## src/rtl/lcd_pkg.sv

```systemverilog
// ---------------------------------------------------------------------------
// lcd_pkg
// Shared definitions for the ST7789 panel initialiser:
//   - lcd_state_t      : init sequencer state encoding
//   - DC_BIT           : position of the command/data flag in a 9-bit write
//   - MADCTL_*         : memory-access-control bytes per panel orientation
//   - RGB565_*         : handy colour constants for the clear-screen fill
//   - CMD_*            : opcodes the window/fill logic emits itself
//   - lcdCmd/lcdData   : build a 9-bit write word from a payload byte
//   - madctlFor        : orientation code to MADCTL byte
// ---------------------------------------------------------------------------
package lcd_pkg;

    typedef enum logic [2:0] {
        ST_RST_LOW  = 3'd0,
        ST_RST_WAIT = 3'd1,
        ST_CMD_SEQ  = 3'd2,
        ST_SLP_WAIT = 3'd3,
        ST_WIN_SET  = 3'd4,
        ST_FILL     = 3'd5,
        ST_DONE     = 3'd6
    } lcd_state_t;

    localparam int DC_BIT = 8;

    localparam logic [7:0] MADCTL_PORTRAIT       = 8'h00;
    localparam logic [7:0] MADCTL_LANDSCAPE      = 8'h70;
    localparam logic [7:0] MADCTL_PORTRAIT_FLIP  = 8'hC0;
    localparam logic [7:0] MADCTL_LANDSCAPE_FLIP = 8'hA0;

    localparam logic [15:0] RGB565_BLACK = 16'h0000;
    localparam logic [15:0] RGB565_WHITE = 16'hFFFF;
    localparam logic [15:0] RGB565_RED   = 16'hF800;
    localparam logic [15:0] RGB565_GREEN = 16'h07E0;
    localparam logic [15:0] RGB565_BLUE  = 16'h001F;

    localparam logic [7:0] CMD_CASET  = 8'h2A;
    localparam logic [7:0] CMD_RASET  = 8'h2B;
    localparam logic [7:0] CMD_RAMWR  = 8'h2C;
    localparam logic [7:0] CMD_MADCTL = 8'h36;

    // Lengths of the two indexed write lists and where MADCTL sits in the ROM
    localparam int INIT_LEN        = 58;
    localparam int INIT_MADCTL_IDX = 2;
    localparam int WIN_LEN         = 13;

    // A command word carries the flag low, a data word carries it high
    function automatic logic [8:0] lcdCmd(input logic [7:0] b);
        logic [8:0] w;
        w         = {1'b0, b};
        w[DC_BIT] = 1'b0;
        return w;
    endfunction

    function automatic logic [8:0] lcdData(input logic [7:0] b);
        logic [8:0] w;
        w         = {1'b0, b};
        w[DC_BIT] = 1'b1;
        return w;
    endfunction

    // Orientation code: 0 portrait, 1 landscape, 2 portrait-flipped, 3 landscape-flipped
    function automatic logic [7:0] madctlFor(input logic [1:0] o);
        logic [7:0] m;
        case (o)
            2'd0:    m = MADCTL_PORTRAIT;
            2'd1:    m = MADCTL_LANDSCAPE;
            2'd2:    m = MADCTL_PORTRAIT_FLIP;
            default: m = MADCTL_LANDSCAPE_FLIP;
        endcase
        return m;
    endfunction

endpackage

```

## src/rtl/lcd_init_rom.sv

```systemverilog
// ---------------------------------------------------------------------------
// lcd_init_rom
// Fixed 58-entry ST7789 power-up command list, purely combinational.
//   i_idx   : entry index (0..57; anything higher reads as 9'h000)
//   o_entry : 9-bit write word, bit 8 = data flag, bits 7:0 = payload
// Entry 2 holds the portrait MADCTL byte; the parent substitutes the
// MADCTL byte for the latched orientation.
// ---------------------------------------------------------------------------
module lcd_init_rom
    import lcd_pkg::*;
(
    input  logic [5:0] i_idx,
    output logic [8:0] o_entry
);

    // Sleep-out, pixel format, porch/gate/power settings, both gamma tables,
    // then inversion on and display on.
    always_comb begin
        o_entry = 9'h000;
        case (i_idx)
            6'd0:  o_entry = lcdCmd(8'h11);
            6'd1:  o_entry = lcdCmd(CMD_MADCTL);
            6'd2:  o_entry = lcdData(MADCTL_PORTRAIT);
            6'd3:  o_entry = lcdCmd(8'h3A);
            6'd4:  o_entry = lcdData(8'h05);
            6'd5:  o_entry = lcdCmd(8'hB2);
            6'd6:  o_entry = lcdData(8'h0C);
            6'd7:  o_entry = lcdData(8'h0C);
            6'd8:  o_entry = lcdData(8'h00);
            6'd9:  o_entry = lcdData(8'h33);
            6'd10: o_entry = lcdData(8'h33);
            6'd11: o_entry = lcdCmd(8'hB7);
            6'd12: o_entry = lcdData(8'h35);
            6'd13: o_entry = lcdCmd(8'hBB);
            6'd14: o_entry = lcdData(8'h19);
            6'd15: o_entry = lcdCmd(8'hC0);
            6'd16: o_entry = lcdData(8'h2C);
            6'd17: o_entry = lcdCmd(8'hC2);
            6'd18: o_entry = lcdData(8'h01);
            6'd19: o_entry = lcdCmd(8'hC3);
            6'd20: o_entry = lcdData(8'h12);
            6'd21: o_entry = lcdCmd(8'hC4);
            6'd22: o_entry = lcdData(8'h20);
            6'd23: o_entry = lcdCmd(8'hD0);
            6'd24: o_entry = lcdData(8'hA4);
            6'd25: o_entry = lcdData(8'hA1);
            6'd26: o_entry = lcdCmd(8'hE0);
            6'd27: o_entry = lcdData(8'hD0);
            6'd28: o_entry = lcdData(8'h04);
            6'd29: o_entry = lcdData(8'h0D);
            6'd30: o_entry = lcdData(8'h11);
            6'd31: o_entry = lcdData(8'h13);
            6'd32: o_entry = lcdData(8'h2B);
            6'd33: o_entry = lcdData(8'h3F);
            6'd34: o_entry = lcdData(8'h54);
            6'd35: o_entry = lcdData(8'h4C);
            6'd36: o_entry = lcdData(8'h18);
            6'd37: o_entry = lcdData(8'h0D);
            6'd38: o_entry = lcdData(8'h0B);
            6'd39: o_entry = lcdData(8'h1F);
            6'd40: o_entry = lcdData(8'h23);
            6'd41: o_entry = lcdCmd(8'hE1);
            6'd42: o_entry = lcdData(8'hD0);
            6'd43: o_entry = lcdData(8'h04);
            6'd44: o_entry = lcdData(8'h0C);
            6'd45: o_entry = lcdData(8'h11);
            6'd46: o_entry = lcdData(8'h13);
            6'd47: o_entry = lcdData(8'h2C);
            6'd48: o_entry = lcdData(8'h3F);
            6'd49: o_entry = lcdData(8'h44);
            6'd50: o_entry = lcdData(8'h51);
            6'd51: o_entry = lcdData(8'h2F);
            6'd52: o_entry = lcdData(8'h1F);
            6'd53: o_entry = lcdData(8'h1F);
            6'd54: o_entry = lcdData(8'h20);
            6'd55: o_entry = lcdData(8'h23);
            6'd56: o_entry = lcdCmd(8'h21);
            6'd57: o_entry = lcdCmd(8'h29);
            default: o_entry = 9'h000;
        endcase
    end

endmodule

```

## src/rtl/lcd_init_cfg.sv

```systemverilog
// ---------------------------------------------------------------------------
// lcd_init_cfg
// Brings an ST7789 panel out of reset: hardware reset pulse, init command
// list, sleep-out wait, full-screen address window, then a solid colour fill.
// Ports:
//   sys_clk_50MHz : sole clock, rising edge
//   sys_rst_n     : asynchronous active-low reset
//   wr_done       : one-cycle pulse from the SPI writer, init_data was sent
//   orient        : panel orientation, sampled on entry to the reset phase
//   fill_color    : RGB565 clear colour, sampled with orient
//   reinit        : one-cycle request to restart the whole sequence
//   lcd_rst       : panel reset, active low
//   init_data     : 9-bit write word (bit 8 = data flag)
//   en_write      : a write is being offered to the SPI writer
//   init_done     : sequence complete
// ---------------------------------------------------------------------------
module lcd_init_cfg
    import lcd_pkg::*;
#(
    parameter int unsigned H_RES      = 160,
    parameter int unsigned V_RES      = 240,
    parameter int unsigned T_RST_LOW  = 5_000_000,
    parameter int unsigned T_RST_WAIT = 2_500_000,
    parameter int unsigned T_SLP_WAIT = 6_000_000,
    parameter logic [8:0]  DATA_IDLE  = 9'h000
) (
    input  logic        sys_clk_50MHz,
    input  logic        sys_rst_n,
    input  logic        wr_done,
    input  logic [1:0]  orient,
    input  logic [15:0] fill_color,
    input  logic        reinit,
    output logic        lcd_rst,
    output logic [8:0]  init_data,
    output logic        en_write,
    output logic        init_done
);

    localparam int unsigned T_MAX_A = (T_RST_LOW > T_RST_WAIT) ? T_RST_LOW : T_RST_WAIT;
    localparam int unsigned T_MAX   = (T_MAX_A > T_SLP_WAIT) ? T_MAX_A : T_SLP_WAIT;
    localparam int          CNT_W   = $clog2(T_MAX + 1);
    localparam int unsigned PIX_N   = H_RES * V_RES;
    localparam int          PIX_W   = $clog2(PIX_N + 1);
    localparam logic [15:0] H_END   = 16'(H_RES - 1);
    localparam logic [15:0] V_END   = 16'(V_RES - 1);

    lcd_state_t       r_state;
    lcd_state_t       w_nextState;
    logic             w_entry;
    logic [CNT_W-1:0] r_cnt;
    logic [5:0]       r_idx;
    logic [PIX_W-1:0] r_pix;
    logic             r_phase;
    logic [1:0]       r_orient;
    logic [15:0]      r_fill;
    logic             r_lcdRst;
    logic [8:0]       w_romEntry;
    logic [8:0]       w_winEntry;
    logic [7:0]       w_madctl;
    logic [15:0]      w_colEnd;
    logic [15:0]      w_rowEnd;

    lcd_init_rom u_rom (
        .i_idx   (r_idx),
        .o_entry (w_romEntry)
    );

    assign w_madctl = madctlFor(r_orient);
    assign lcd_rst  = r_lcdRst;

    // Landscape orientations swap the column and row extents of the window
    assign w_colEnd = r_orient[0] ? V_END : H_END;
    assign w_rowEnd = r_orient[0] ? H_END : V_END;

    // State register; everything else keys off the state it holds
    always_ff @(posedge sys_clk_50MHz or negedge sys_rst_n) begin
        if (!sys_rst_n) begin
            r_state <= ST_RST_LOW;
        end else begin
            r_state <= w_nextState;
        end
    end

    // Next-state logic. Delay states leave one cycle before the counter
    // would reach its limit, so each lasts exactly T cycles. Write states
    // leave on the acknowledge of their last word. reinit overrides all,
    // including a coincident wr_done.
    always_comb begin
        w_nextState = r_state;
        case (r_state)
            ST_RST_LOW:  if (r_cnt == CNT_W'(T_RST_LOW - 1))  w_nextState = ST_RST_WAIT;
            ST_RST_WAIT: if (r_cnt == CNT_W'(T_RST_WAIT - 1)) w_nextState = ST_CMD_SEQ;
            ST_CMD_SEQ:  if (wr_done && r_idx == 6'(INIT_LEN - 1)) w_nextState = ST_SLP_WAIT;
            ST_SLP_WAIT: if (r_cnt == CNT_W'(T_SLP_WAIT - 1)) w_nextState = ST_WIN_SET;
            ST_WIN_SET:  if (wr_done && r_idx == 6'(WIN_LEN - 1)) w_nextState = ST_FILL;
            ST_FILL:     if (wr_done && r_phase && r_pix == PIX_W'(PIX_N - 1)) w_nextState = ST_DONE;
            ST_DONE:     w_nextState = ST_DONE;
            default:     w_nextState = ST_RST_LOW;
        endcase
        if (reinit) begin
            w_nextState = ST_RST_LOW;
        end
    end

    // Every state entry (including a reinit while already in RST_LOW)
    assign w_entry = reinit || (w_nextState != r_state);

    // Delay, list index and pixel counters. All clear on state entry; only
    // the counter that belongs to the current state moves, so wr_done in a
    // delay state or in DONE has nowhere to go.
    always_ff @(posedge sys_clk_50MHz or negedge sys_rst_n) begin
        if (!sys_rst_n) begin
            r_cnt   <= '0;
            r_idx   <= '0;
            r_pix   <= '0;
            r_phase <= 1'b0;
        end else if (w_entry) begin
            r_cnt   <= '0;
            r_idx   <= '0;
            r_pix   <= '0;
            r_phase <= 1'b0;
        end else begin
            case (r_state)
                ST_RST_LOW, ST_RST_WAIT, ST_SLP_WAIT: begin
                    r_cnt <= r_cnt + CNT_W'(1);
                end
                ST_CMD_SEQ, ST_WIN_SET: begin
                    if (wr_done) begin
                        r_idx <= r_idx + 6'd1;
                    end
                end
                ST_FILL: begin
                    if (wr_done) begin
                        r_phase <= ~r_phase;
                        if (r_phase) begin
                            r_pix <= r_pix + PIX_W'(1);
                        end
                    end
                end
                default: ;
            endcase
        end
    end

    // Panel reset line: released when the reset-low phase completes, pulled
    // low again only by reinit or system reset
    always_ff @(posedge sys_clk_50MHz or negedge sys_rst_n) begin
        if (!sys_rst_n) begin
            r_lcdRst <= 1'b0;
        end else if (reinit) begin
            r_lcdRst <= 1'b0;
        end else if (r_state == ST_RST_LOW && w_nextState == ST_RST_WAIT) begin
            r_lcdRst <= 1'b1;
        end
    end

    // Orientation and fill colour are captured during the first cycle of
    // RST_LOW, so they stay fixed for the whole sequence that follows
    always_ff @(posedge sys_clk_50MHz or negedge sys_rst_n) begin
        if (!sys_rst_n) begin
            r_orient <= 2'd0;
            r_fill   <= 16'h0000;
        end else if (r_state == ST_RST_LOW && r_cnt == '0) begin
            r_orient <= orient;
            r_fill   <= fill_color;
        end
    end

    // Address-window list: MADCTL again, full-panel CASET/RASET, then RAMWR
    always_comb begin
        w_winEntry = DATA_IDLE;
        case (r_idx)
            6'd0:  w_winEntry = lcdCmd(CMD_MADCTL);
            6'd1:  w_winEntry = lcdData(w_madctl);
            6'd2:  w_winEntry = lcdCmd(CMD_CASET);
            6'd3:  w_winEntry = lcdData(8'h00);
            6'd4:  w_winEntry = lcdData(8'h00);
            6'd5:  w_winEntry = lcdData(w_colEnd[15:8]);
            6'd6:  w_winEntry = lcdData(w_colEnd[7:0]);
            6'd7:  w_winEntry = lcdCmd(CMD_RASET);
            6'd8:  w_winEntry = lcdData(8'h00);
            6'd9:  w_winEntry = lcdData(8'h00);
            6'd10: w_winEntry = lcdData(w_rowEnd[15:8]);
            6'd11: w_winEntry = lcdData(w_rowEnd[7:0]);
            6'd12: w_winEntry = lcdCmd(CMD_RAMWR);
            default: w_winEntry = DATA_IDLE;
        endcase
    end

    // Outputs are decoded from registered state only, so a new word appears
    // the cycle after the wr_done that advanced the index and stays put
    // until the next wr_done
    always_comb begin
        init_data = DATA_IDLE;
        en_write  = 1'b0;
        init_done = 1'b0;
        case (r_state)
            ST_CMD_SEQ: begin
                en_write  = 1'b1;
                init_data = (r_idx == 6'(INIT_MADCTL_IDX)) ? lcdData(w_madctl) : w_romEntry;
            end
            ST_WIN_SET: begin
                en_write  = 1'b1;
                init_data = w_winEntry;
            end
            ST_FILL: begin
                en_write  = 1'b1;
                init_data = lcdData(r_phase ? r_fill[7:0] : r_fill[15:8]);
            end
            ST_DONE: begin
                init_done = 1'b1;
            end
            default: ;
        endcase
    end

endmodule

```

## config.mk

```make
export PLATFORM = sky130hd
export DESIGN_NAME = lcd_init_cfg
export DESIGN_NICKNAME = d
export VERILOG_FILES = /design/src/rtl/lcd_pkg.sv /design/src/rtl/lcd_init_rom.sv /design/src/rtl/lcd_init_cfg.sv
export SDC_FILE = /design/constraint.sdc
export NUM_CORES = 1
export LEC_CHECK = 0
export CORE_UTILIZATION = 59
export CTS_BUF_LIST = sky130_fd_sc_hd__clkbuf_8 sky130_fd_sc_hd__clkbuf_16
export CTS_CLUSTER_SIZE = 40
export DETAILED_ROUTE_END_ITERATION = 10
export DONT_BUFFER_PORTS = 1
export GPL_TIMING_DRIVEN = 0
export PLACE_DENSITY = 0.78
export SLEW_MARGIN = 20
export SYNTH_ARGS = -nofsm -noshare
export SYNTH_HDL_FRONTEND = slang
export SYNTH_HIERARCHICAL = 1
export SYNTH_SLANG_ARGS = --single-unit
```

## constraint.sdc

```tcl
create_clock -name sys_clk_50MHz -period 2.66 [get_ports sys_clk_50MHz]
set_input_delay 0.532 -clock sys_clk_50MHz [delete_from_list [all_inputs] [get_ports sys_clk_50MHz]]
set_output_delay 0.532 -clock sys_clk_50MHz [all_outputs]
set_load 0.02 [all_outputs]
```

Yosys cells after proc, flatten, opt, wreduce, memory -nomap -nowiden:

Memories as Yosys holds them, arrays and structs flattened.
Index checks and enable logic that the tools add are counted.
W data, S select, Z words.

* flip-flop bits (word level): 68
* bits in latches: 0
* bits in writable memories: 0
* memory bits (read-only): 576
* input port bits: 22
* output and inout port bits: 12
* word-level logic and storage cells: 95
* memories kept: 1

* add/subtract/negate cells: 3
* $mul: 0
* divide/modulo/power cells: 0
* magnitude comparators: 0
* eq/ne operators: 27
* shift operators: 0
* mux-type cells: 31
* bitwise gates (word level): 1
* reduce and logical (&&, ||, !) cells: 24

Memories
* (name not given): words 64, bits a word 9, read ports 1, clocked after memory_dff 0, write ports 0, RTL line lcd_init_rom.sv:20 `case (i_idx)`

Operators by type and width (number)
* $pmux W9 S10: 1
* $mux W16: 4
* $eq A23 B23 Y1 const B: 2
* $mux W23: 2
* $eq A6 B4 Y1 const B: 5
* $pmux W9 S3: 1
* $eq A6 B3 Y1 const B: 4
* $pmux W8 S3: 1
* $add A23 B1 Y23 const B: 1
* $eq A23 B22 Y1 const B: 1
* $logic_not A23 Y1: 1
* $mux W3: 7
* $pmux W3 S7: 1
* $mux W6: 3
* $add A16 B1 Y16 const B: 1
* $eq A16 B16 Y1 const B: 1
* $mux W7: 2
* $eq A6 B2 Y1 const B: 2
* $reduce_bool A2 Y1: 6
* $eq A3 B3 Y1 const B: 3
* $mux W9: 1
* $mux W8: 1
* $mux W1: 7
* $add A6 B1 Y6 const B: 1
* other kinds (18): 27

Longest topological paths before layout:

Gate-level depths: netlist (run 1).

* depth in word-level cells: 9
* mapped depth: 11
* gate-level depth less buffers: 11

Hierarchy:

Netlist (run 1), hierarchy kept.

Modules (own cells, without submodules)
* lcd_init_cfg: times used 1, cells an instance 436, area each 4201.5 sq um, sequential area each 1701.6 sq um
* lcd_init_rom: times used 1, cells an instance 141, area each 982.2 sq um, sequential area each 0.0 sq um

Worst setup path before layout (run 1):

Ideal clock, no wire load.

* path type: register to output
* start: register r_idx[1]
* end: output init_data[4]
* data arrival time: 2.374 ns
* required time: 2.128 ns
* path slack: -0.246 ns
* stages on the path, launching flop included: 10
* path buffers: 0
* cell sequence: dfrtp_1 inv_1 ha_1 inv_1 ha_1 a221o_1 a31oi_1 mux2i_1 o22ai_1 a21o_1

* elaborated cells on any way between the ends: 18
* classes of those cells: 12 x eq/ne; 3 x mux; 2 x reduce/logical; 1 x memory

RTL lines
* start: declaration: RTL line lcd_init_cfg.sv:51 `logic [5:0] r_idx;`
* start signal: assignment: RTL line lcd_init_cfg.sv:129 `r_idx <= r_idx + 6'd1;`
* $mem_v2 Z64 W9
* net w_romEntry[4]: RTL line lcd_init_cfg.sv:57 `logic [8:0] w_romEntry;`
* $mux W9: RTL line lcd_init_cfg.sv:200 `init_data = (r_idx == 6'(INIT_MADCTL_IDX)) ? lcdData(w_madctl) : w_romEntry;`
* $pmux W9 S3: RTL line lcd_init_cfg.sv:197 `case (r_state)`
* end: declaration: RTL line lcd_init_cfg.sv:34 `output logic [8:0] init_data,`

The timed path passes the listed nets, and every way through them passes these cells.

Final worst setup path (run 1):

* start: register r_idx[1]
* end: output init_data[3]

Same word-level chain as after synthesis.

==> results of run 1 <==
## stage by stage
step	util, %	setup TNS [ps]	instances
after floorplan	-	0	577
after global placement	63.91	-10060	682
after detailed placement	63.91	-10680	682
after CTS	72.46	-2977	725
after global routing	75.98	-4130	735
final	75.98	-3090	735
## per-layer routing
metal | up-vias | part of all wire, % | wire length, µm | track usage (%)
li1 | 2168 | - | - | -
met2 | 268 | 48 | 7185 | 54.17
met1 | 2302 | 39 | 5918 | 42.41
met4 | 0 | 4.6 | 701 | 13.81
met3 | 70 | 8.5 | 1285 | 6.951
met5 | - | 0 | 0 | 0
## registers in the layout, indices dropped and copies added (netlist names)
| register | count |
|---|---|
| r_fill | 16 |
| r_state | 3 |
| r_phase | 1 |
| r_cnt | 23 |
| lcd_rst | 1 |
| r_pix | 16 |
| r_idx | 6 |
| r_orient | 2 |
## worst max-delay path, cell delays in order (launching register included)
cell and delay (ps):
dfrtp_4 500, inv_6 60, ha_4 320, inv_2 50, ha_4 150, nor2b_1 130, a311o_1 340, o211ai_1 120
o21ai_0 130, nand2_1 90, o221ai_1 290
## power groups by stage
| stage | sequential [µW] | combinational, µW | clock [µW] |
|---|---|---|---|
| floorplan | 1150 | 146 | 0 |
| global placement | 1150 | 181 | 0 |
| detailed placement | 1160 | 186 | 0 |
| CTS | 1140 | 223 | 922 |
| global route | 1150 | 253 | 968 |
| finish | 1140 | 230 | 919 |
## kinds of logic (layout without fill, tap and decap cells)
logic type	after synthesis	count (layout)	synth area share, %
adder cells (fa/ha/maj)	24	24	5.793
AO/OA/AOI/OAI	110	110	14.94
multiplexers	33	33	7.506
flip-flops	68	68	32.83
XOR/XNOR	46	46	7.772
buffers and inverters	55	108	5.745
AND/OR/NAND/NOR	241	241	25.42
## worst max path at each step
stage / start / end / slack [ps] / cells after the start
6_report: r_idx[1]$_DFFE_PN0P_ / init_data[3] / -400 / 10
5_1_grt: r_idx[1]$_DFFE_PN0P_ / init_data[4] / -470 / 9
4_1_cts: r_idx[1]$_DFFE_PN0P_ / init_data[4] / -370 / 9
3_5_place_dp: r_idx[2]$_DFFE_PN0P_ / init_data[0] / -440 / 5
3_3_place_gp: r_idx[2]$_DFFE_PN0P_ / init_data[0] / -520 / 5
2_1_floorplan: r_idx[0]$_DFFE_PN0P_ / init_data[4] / 10 / 9
## cells in the final DEF (no fill, tap or decap), types with 5 or more instances in the layout
cell,n
nor2_1,46
buf_6,11
nand2_1,44
a21oi_1,16
ha_1,9
buf_2,5
o211ai_1,5
and3_1,5
o21ai_0,24
buf_4,34
nor3_1,7
dfrtp_1,63
nor2_2,34
a21oi_2,5
clkbuf_2,6
nand2b_1,8
xnor2_1,21
nor2b_1,7
mux2i_1,12
nand4_1,18
inv_1,21
xor2_1,25
nor4_1,6
clkbuf_8,10
ha_4,11
mux2_2,17
nand3_1,16
and2_1,6
## synthesized netlist by cell type (3+ instances only)
master,n,area share (%)
a2111oi_0,4,0.68
nor2_2,31,3.7
and2_1,6,0.72
o22ai_1,5,0.60
o31ai_1,4,0.58
inv_1,25,1.8
buf_4,4,0.58
o21ai_0,29,2.8
xor2_1,25,4.2
or3b_2,4,0.68
nand2_1,46,3.3
ha_1,24,5.8
and3_1,5,0.60
nor4_1,8,0.97
mux2_2,17,3.7
a21oi_1,21,2.0
a221oi_1,3,0.51
a31oi_1,5,0.60
nand4_1,18,2.2
nand3_1,16,1.5
nor3_1,10,0.97
o211ai_1,5,0.72
dfrtp_1,68,33
clkbuf_1,8,0.58
nor2b_1,12,1.4
mux4_2,3,1.3
nor3b_1,3,0.43
mux2i_1,13,2.5
buf_2,8,0.77
or2_2,3,0.36
a21o_1,4,0.58
a221o_1,4,0.77
a211oi_1,6,0.87
nor2_1,49,3.5
nand2b_1,8,0.97
or4_1,3,0.43
buf_6,7,1.5
xnor2_1,21,3.5
## repair_timing
item	in CTS	in global routing
resized for setup	66	49
pin swaps	27	21
setup endpoints to repair	70	67
cloned	0	0
buffers inserted	27	10
endpoints found under the hold margin	68	0
hold buffers	1	0
## cell type report
class,count,area share (%)
multi-input combinational,454,56.60
sequential,68,26.99
timing repair buffer,38,5.568
buffer,28,3.672
tap,105,2.073
clock buffer,9,1.955
inverter,26,1.816
clock inverter,7,1.323
==> results.tsv, run 1 <==
metric	value	unit
CP required	2130	ps
Fillers	568	
I/O pin total	34	
final total power	2289	µW
Antenna Nets Post-Route	0	
Worst-Margin Slew	930.5	ps
Setup-failing EPs final	9	
H-tree levels	3	
synthesized cell area	5184	µm²
Vert. Die Dim	95.74	µm
pin count of the biggest net entering global routing	69	
final WL	15.09	mm
routed len/inst	20.53	µm
Switch Pwr	633.0	µW
TritonCTS clock tree	yes	
sw frac	27.66	%
Arr. time, crit path	2530	ps
RSZ-0062 raised after global routing	yes	
gpl congestion	0.9762	
nets@finish	671	
Mapped Cells	577	
violated checks	setup timing	
internal power	1656	µW
Avg Cell Area, Syn	8.984	µm²
register share of total power	49.8	%
critical path class	register to output port	
Seq cells post-synth	68	
Synth Flop Type	dfrtp_1	
remaining routing DRC violations	0	
via count	4808	
relative slew slack	37.59	%
area grow syn2layout	22.25	%
asr flop ratio synth	100.0	%
PD cells	361.2	nW/µm²
total congestion overflow	0	
DRT Pass-1 Iters	7	
final worst slack	-399.0	ps
net count after synthesis	623	
R2R Setup Slk	60	ps
clk sink count	68	
post-route cell area	6337	µm²
Port-buffer cells	0	
Post-Place Cell Area	5330	µm²
Min-Delay Path Class	input pin to async pin	
worst r2r src	r_cnt[5]$_DFFE_PN0P_	
DIE AREA	9165	µm²
Slew Viols, Final	0	
Reg-to-Reg End	r_idx[4]$_DFFE_PN0P_	
max cap viols	0	
Seq. cell area	1710	µm²
share of the yosys chip area belonging to registers	32.83	%
crit share post-route	115.0	%
Initial Utilization	62.15	%
crit-path max FO	6	
Core Rows	33	
drt initial violations	398	
# diodes	0	
CTS max path bufs	2	
final hold vios	0	
Yosys warning count	6	
Setup crit end kind	output port	
Reg2Reg Depth	8	
multi-input logic area	3587	µm²
number of synthesized flops with an enable pin	0	
ratio of cells with drive above 1 in the final layout	33.81	%
clock network fraction of total power	40.2	%
initial antenna violation count	0	
min Tclk post-route	3059	ps
Worst VDD drop	0.3034	mV
highest clock rate	326.9	MHz
P_leak	0.002450	µW
Placeable Area	8341	µm²
GRT Overall Usage	33.05	%
Netlist cell types	71	
number of global-route vias before repair	4597	
status	finished, violations left	
Root Buffer	clkbuf_8	
Num CTS Buffers	9	
Vias/cell	6.541	
Gate power share	10.1	%
critical path launch point type	register	
Place WS	-442.5	ps
clock skew	17.03	ps
CTS clock-pin slew for the worst setup and hold paths	90	ps
first-pass GRT wire length	23.11	mm
clk_lat worst skew	360	ps
DP HPWL	9.388	mm
Die W	95.74	µm
WHS	42.39	ps
No activity file was read; power rests on OpenSTA's default activity.
==> run 2: changes to the inputs <==
--- a/config.mk
+++ b/config.mk
@@ -5,13 +5,13 @@
 export SDC_FILE = /design/constraint.sdc
 export NUM_CORES = 1
 export LEC_CHECK = 0
-export CORE_UTILIZATION = 59
-export CTS_BUF_LIST = sky130_fd_sc_hd__clkbuf_8 sky130_fd_sc_hd__clkbuf_16
+export CORE_UTILIZATION = 60
+export CTS_BUF_LIST = sky130_fd_sc_hd__clkbuf_4 sky130_fd_sc_hd__clkbuf_8
 export CTS_CLUSTER_SIZE = 40
 export DETAILED_ROUTE_END_ITERATION = 10
 export DONT_BUFFER_PORTS = 1
 export GPL_TIMING_DRIVEN = 0
-export PLACE_DENSITY = 0.78
+export PLACE_DENSITY = 0.79
 export SLEW_MARGIN = 20
 export SYNTH_ARGS = -nofsm -noshare
 export SYNTH_HDL_FRONTEND = slang
==> run 2 against run 1 <==
  * The run still ends with setup timing left
  * Hold slack worse by 5.1 ps
  * Clock-buffer cell count unchanged
  * Combinational power fell by 5%
  * Utilization shrank 0.59 points
  * Clock skew fell by 5.8 ps
  * Highest routed layer unchanged
  * Maximum frequency fell by 0.36%
  * Cell area down 1.3%
  * Largest cell class unchanged
  * Clock power about the same
  * Die area decreased by 1.6%
  * Global-route usage fell by 0.76 points
  * Total power decreased by 0.53%
  * Critical path type unchanged
==> results.tsv, run 2 (synthesis gave the netlist of run 1 again) <==
metric	value	unit	change
Setup-failing EPs final	9		unchanged
crit share post-route	115.4	%	was 115.0%
PD cells	363.8	nW/µm²	was 361.2 nW/µm²
critical path launch point type	register		unchanged
largest reg by FF count	r_cnt		unchanged
P_leak	0.002431	µW	was 0.002450 µW
Regs by FF count	r_cnt: 23 flops, r_fill: 16 flops, r_pix: 16 flops		unchanged
crit-path cells	inv_6, ha_4, inv_4, ha_4, a221o_1, a31oi_1, mux2i_1, o22ai_1, a21o_1		was inv_6, ha_4, inv_2, ha_4, nor2b_1, a311o_1, o211ai_1, o21ai_0, nand2_1, o221ai_1
gpl congestion	0.9659		was 0.9762
R2R Setup Slk	60	ps	about the same
clk sink count	68		unchanged
final worst slack	-410.0	ps	was -399.0 ps
Worst-Margin Slew	881.9	ps	was 930.5 ps
drt initial violations	275		was 398
Worst VDD drop	0.3062	mV	was 0.3034 mV
Reg2Reg Depth	10		was 8
fin util	75.40	%	was 75.98%
Arr. time, crit path	2540	ps	was 2530 ps
Fillers	551		was 568
relative slew slack	40.67	%	was 37.59%
# diodes	0		unchanged
CTS clock-pin slew for the worst setup and hold paths	80	ps	was 90 ps
register share of total power	50.1	%	was 49.8%
Post-Route Setup TNS	-3016	ps	was -3090 ps
commonest non-fill, non-tap cell in the layout	dfrtp_1		unchanged
Placeable Area	8299	µm²	was 8341 µm²
Post-Place Cell Area	5330	µm²	unchanged
Worst path max stage delay	490	ps	was 500 ps
H-tree levels	3		unchanged
routed len/inst	19.42	µm	was 20.53 µm
CP required	2130	ps	about the same
post-route cell area	6257	µm²	was 6337 µm²
Die W	94.95	µm	was 95.74 µm
sw frac	27.51	%	was 27.66%
DRT Pass-1 Iters	5		was 7
CTS max path bufs	2		unchanged
Core Rows	33		unchanged
total congestion overflow	0		unchanged
Root Buffer	clkbuf_8		unchanged
Initial Utilization	62.46	%	was 62.15%
pin count of the biggest net entering global routing	69		unchanged
via count	4716		was 4,808
GRT Overall Usage	32.29	%	was 33.05%
DP HPWL	9.266	mm	was 9.388 mm
critical path class	register to output port		unchanged
area grow syn2layout	20.71	%	was 22.25%
Slew Viols, Final	0		unchanged
max FFs per register	23		unchanged
Min-Delay Path Class	input pin to async pin		unchanged
RSZ-0062 raised after global routing	yes		unchanged
TritonCTS clock tree	yes		unchanged
WHS	37.34	ps	was 42.39 ps
violated checks	setup timing		unchanged
status	finished, violations left		unchanged
ratio of cells with drive above 1 in the final layout	33.49	%	was 33.81%
DIE AREA	9016	µm²	was 9165 µm²
Antenna Nets Post-Route	0		unchanged
final WL	14.16	mm	was 15.09 mm
clock skew	11.23	ps	was 17.03 ps
nets@finish	665		was 671
highest clock rate	325.7	MHz	was 326.9 MHz
Num CTS Buffers	9		unchanged
crit-path max FO	5		was 6
CP max-delay cell	dfrtp_4		unchanged
clock network fraction of total power	40.3	%	was 40.2%
Switch Pwr	626.3	µW	was 633.0 µW
most frequent cells in the layout	62 x dfrtp_1, 46 x nor2_1, 42 x nand2_1		was 63 x dfrtp_1, 46 x nor2_1, 44 x nand2_1
CP dominant cell by count	ha_4		unchanged
remaining routing DRC violations	0		unchanged
Vert. Die Dim	94.95	µm	was 95.74 µm
clk_lat worst skew	360	ps	about the same
first-pass GRT wire length	22.32	mm	was 23.11 mm
max cap viols	0		unchanged
number of global-route vias before repair	4528		was 4,597
Port-buffer cells	0		unchanged
Setup crit end kind	output port		unchanged
Vias/cell	6.469		was 6.541
min Tclk post-route	3070	ps	was 3059 ps
final hold vios	0		unchanged
initial antenna violation count	0		unchanged
I/O pin total	34		unchanged
internal power	1650	µW	was 1656 µW
Gate power share	9.6	%	was 10.1%
==> run 2: cell types whose count changed in the layout (fill, tap and decap cells not counted), sizes merged <==
cell / delta
buf: -7
clkbuf: +1
clkinv: -2
clkinvlp: +1
inv: +1
==> run 2: critical path, delay by kind of cell, from the launching register on <==
family                     cells  cell delay [ps]
muxes                          1              110
buffers and inverters          2              100
adders and majority gates      2              540
DFF                            1              490
AOI/OAI and AO/OA              4              940
==> run 2: per-stage QoR <==
stage                     setup WS (ps)  std cells  total power [µW]
final                            -410.0        729              2277
after global routing             -470.6        729              2362
after CTS                        -379.5        721              2283
after detailed placement         -468.1        682              1340
after global placement           -494.3        682              1332
after floorplan                   14.23        577              1293
==> run 2: final timing paths <==
path                                   startpoint               endpoint
max in group asynchronous               sys_rst_n   r_idx[1]$_DFFE_PN0P_
min in group sys_clk_50MHz                 reinit   r_state[2]$_DFF_PN0_
max reg2reg                  r_idx[1]$_DFFE_PN0P_  r_cnt[21]$_DFFE_PN0P_
min reg2reg                 r_fill[0]$_DFFE_PN0P_  r_fill[0]$_DFFE_PN0P_
max                          r_idx[1]$_DFFE_PN0P_           init_data[4]
min                                     sys_rst_n  r_fill[7]$_DFFE_PN0P_
==> run 2: routing by layer <==
metal	global-route usage (%)	vias up	share of wire, %	wire [µm]
li1	-	2155	-	-
met2	49.22	257	46	6465
met1	42.57	2248	41	5858
met3	7.649	56	8.7	1227
met4	16.54	0	4.3	605
met5	0	-	0	0
==> run 2: repair_timing <==
action | in CTS | in global routing
hold buffers | 1 | 0
endpoints found under the setup margin | 71 | 50
pin swaps | 27 | 21
endpoints found under the hold margin | 68 | 0
setup buffers | 23 | 8
gates cloned | 0 | 0
resized for setup | 69 | 51
==> run 2: area by class of cell <==
class	count	area, µm²	area share (%)
buffer	28	231.5	3.699
multi-input combinational	454	3567	57.01
tap	105	131.4	2.100
inverter	26	115.1	1.840
timing repair buffer	32	294.0	4.699
clock buffer	9	123.9	1.980
sequential	68	1712	27.35
clock inverter	7	82.58	1.320
==> run 2: power groups by stage <==
stage	registers, µW	logic, µW	clock network, µW
floorplan	1150	146	0
global placement	1150	177	0
detailed placement	1160	181	0
CTS	1140	215	928
global route	1150	242	972
finish	1140	219	918
==> run 3: changes to the inputs <==
--- a/config.mk
+++ b/config.mk
@@ -5,14 +5,13 @@
 export SDC_FILE = /design/constraint.sdc
 export NUM_CORES = 1
 export LEC_CHECK = 0
-export CORE_UTILIZATION = 60
-export CTS_BUF_LIST = sky130_fd_sc_hd__clkbuf_4 sky130_fd_sc_hd__clkbuf_8
+export CORE_UTILIZATION = 59
+export CTS_BUF_LIST = sky130_fd_sc_hd__clkbuf_16
 export CTS_CLUSTER_SIZE = 40
 export DETAILED_ROUTE_END_ITERATION = 10
 export DONT_BUFFER_PORTS = 1
 export GPL_TIMING_DRIVEN = 0
-export PLACE_DENSITY = 0.79
-export SLEW_MARGIN = 20
+export PLACE_DENSITY = 0.78
 export SYNTH_ARGS = -nofsm -noshare
 export SYNTH_HDL_FRONTEND = slang
 export SYNTH_HIERARCHICAL = 1
==> run 3 against run 2 <==
  * The flow still finishes with violations (setup timing)
  * Die area increased by 1.7%
  * Sequential share of layout area is 0.69 points lower
  * Clock-buffer cell count unchanged
  * Clock power grew 37%
  * Cell count grew 1.2%
  * Critical path depth down 2
  * Global-route usage about the same
  * Via count shrank 0.95%
  * Register-to-register slack barely moved
==> results.tsv, run 3 (synthesis gave the netlist of run 1 again) <==
metric	value	unit	change
status	finished, violations left		unchanged
violated checks	setup timing		unchanged
multi-input logic area	3541	µm²	was 3567 µm²
Antenna Nets Post-Route	0		unchanged
DIE AREA	9165	µm²	was 9016 µm²
relative slew slack	45.87	%	was 40.67%
Num CTS Buffers	9		unchanged
Vias/cell	6.329		was 6.469
area grow syn2layout	23.56	%	was 20.71%
CP max-delay cell	mux4_2		was dfrtp_4
Setup crit end kind	output port		unchanged
H-tree levels	3		unchanged
Placeable Area	8341	µm²	was 8299 µm²
initial antenna violation count	0		unchanged
Core Rows	33		unchanged
# diodes	0		unchanged
RSZ-0062 raised after global routing	yes		unchanged
nets@finish	674		was 665
Setup-failing EPs final	9		unchanged
CTS clock-pin slew for the worst setup and hold paths	60	ps	was 80 ps
final worst slack	-322.6	ps	was -410.0 ps
via count	4671		was 4,716
DP HPWL	9.388	mm	was 9.266 mm
total congestion overflow	0		unchanged
I/O pin total	34		unchanged
Worst Path Buf+Inv	2		unchanged
drt initial violations	366		was 275
largest reg by FF count	r_cnt		unchanged
Min-Delay Path Class	input pin to async pin		unchanged
GRT Overall Usage	32.28	%	was 32.29%
clk sink count	68		unchanged
Fillers	559		was 551
Reg2Reg Depth	12		was 10
Arr. time, crit path	2450	ps	was 2540 ps
Post-Place Cell Area	5330	µm²	unchanged
ratio of cells with drive above 1 in the final layout	33.65	%	was 33.49%
Post-Route Setup TNS	-2535	ps	was -3016 ps
Slew Viols, Final	0		unchanged
final WL	14.77	mm	was 14.16 mm
Worst VDD drop	0.4208	mV	was 0.3062 mV
Vert. Die Dim	95.74	µm	was 94.95 µm
CP required	2130	ps	about the same
most frequent cells in the layout	63 x dfrtp_1, 47 x nor2_1, 43 x nand2_1		was 62 x dfrtp_1, 46 x nor2_1, 42 x nand2_1
max cap viols	0		unchanged
Regs by FF count	r_cnt: 23 flops, r_fill: 16 flops, r_pix: 16 flops		unchanged
Worst path max stage delay	480	ps	was 490 ps
highest clock rate	335.3	MHz	was 325.7 MHz
max FFs per register	23		unchanged
DP Cell Count	682		unchanged
commonest non-fill, non-tap cell in the layout	dfrtp_1		unchanged
critical path launch point type	register		unchanged
remaining routing DRC violations	0		unchanged
end of the critical path	init_data[0]		was init_data[4]
clk_lat worst skew	340	ps	was 360 ps
worst r2r src	r_idx[0]$_DFFE_PN0P_		was r_idx[1]$_DFFE_PN0P_
clock skew	11.12	ps	was 11.23 ps
Initial Utilization	62.15	%	was 62.46%
P_leak	0.002520	µW	was 0.002431 µW
critical path class	register to output port		unchanged
Worst-Margin Slew	804.5	ps	was 881.9 ps
first-pass GRT wire length	22.68	mm	was 22.32 mm
Die W	95.74	µm	was 94.95 µm
min Tclk post-route	2983	ps	was 3070 ps
Root Buffer	clkbuf_16		was clkbuf_8
CP dominant cell by count	buf_6		was ha_4
Seq. cell area	1708	µm²	was 1712 µm²
crit-path cells	buf_6, buf_6, ha_4, mux4_2, a31oi_2, o221a_1, a221o_1		was inv_6, ha_4, inv_4, ha_4, a221o_1, a31oi_1, mux2i_1, o22ai_1, a21o_1
Place WS	-442.5	ps	was -468.1 ps
DRT Pass-1 Iters	5		unchanged
worst setup path startpoint	r_idx[1]$_DFFE_PN0P_		unchanged
R2R Setup Slk	60	ps	about the same
PD cells	410.0	nW/µm²	was 363.8 nW/µm²
gpl congestion	0.9762		was 0.9659
fin cells	738		was 729
fin util	76.79	%	was 75.40%
delay-heaviest family, CP	compound AO/OA/AOI/OAI gates		unchanged
number of global-route vias before repair	4590		was 4,528
TritonCTS clock tree	yes		unchanged
routed len/inst	20.02	µm	was 19.42 µm
final hold vios	0		unchanged
CP Depth	7		was 9
pin count of the biggest net entering global routing	69		unchanged
Reg-to-Reg End	r_idx[4]$_DFFE_PN0P_		was r_cnt[21]$_DFFE_PN0P_
crit-path max FO	9		was 5
Port-buffer cells	0		unchanged
CTS max path bufs	2		unchanged
crit share post-route	112.1	%	was 115.4%
post-route cell area	6405	µm²	was 6257 µm²
==> run 3: changes by cell type in the layout (fill, tap and decap cells not counted), moves of 3 or more <==
cell / previous run / this run
clkbuf_8: 10 / 1
buf_4: 27 / 34
ha_2: 5 / 2
buf_8: 0 / 3
clkbuf_16: 0 / 9
==> run 3: how the worst min path moves through the flow <==
| stage | endpoint | slack [ps] | cells after the start |
|---|---|---|---|
| 2_1_floorplan | lcd_rst$_DFFE_PN0P_ | 240 | 0 |
| 3_3_place_gp | r_pix[2]$_DFFE_PN0P_ | 240 | 0 |
| 3_5_place_dp | r_pix[2]$_DFFE_PN0P_ | 240 | 0 |
| 4_1_cts | r_fill[5]$_DFFE_PN0P_ | 90 | 1 |
| 5_1_grt | r_fill[10]$_DFFE_PN0P_ | 80 | 1 |
| 6_report | r_fill[15]$_DFFE_PN0P_ | 60 | 1 |
==> run 3: per-layer routing <==
metal	global-route usage, %	vias up	part of all wire (%)
li1	-	2166	-
met3	6.477	48	7.2
met5	0	-	0
met4	11.07	0	3.4
met1	41.23	2259	41
met2	54.52	198	48
==> run 3: per-stage QoR <==
stage,hold WS [ps],power (µW)
after floorplan,236.4,1293
after detailed placement,238.8,1345
after global placement,239.7,1335
after global routing,84.91,2698
after CTS,86.11,2629
final,62.21,2626
==> run 3: power by group <==
part	total, µW	switching (µW)	internal (µW)	leakage, µW
combinational	227	119	107	0.00147
sequential	1140	42.7	1100	0.000899
clock	1260	516	743	0.000149
total	2630	678	1950	0.00252
==> run 3: layout make-up <==
type,instances,share of cell area (%)
Multi-Input combinational cell,454,55.28
Sequential cell,68,26.67
Timing Repair Buffer,41,5.841
Buffer,28,3.575
Clock buffer,9,3.516
Tap cell,105,2.051
Inverter,26,1.758
Clock inverter,7,1.309
==> run 3: what timing repair did <==
item | in CTS | in global routing
hold endpoints to repair | 68 | 0
setup buffers | 29 | 11
endpoints found under the setup margin | 71 | 69
gates resized for setup | 69 | 37
pin swaps | 21 | 16
hold buffers | 1 | 0
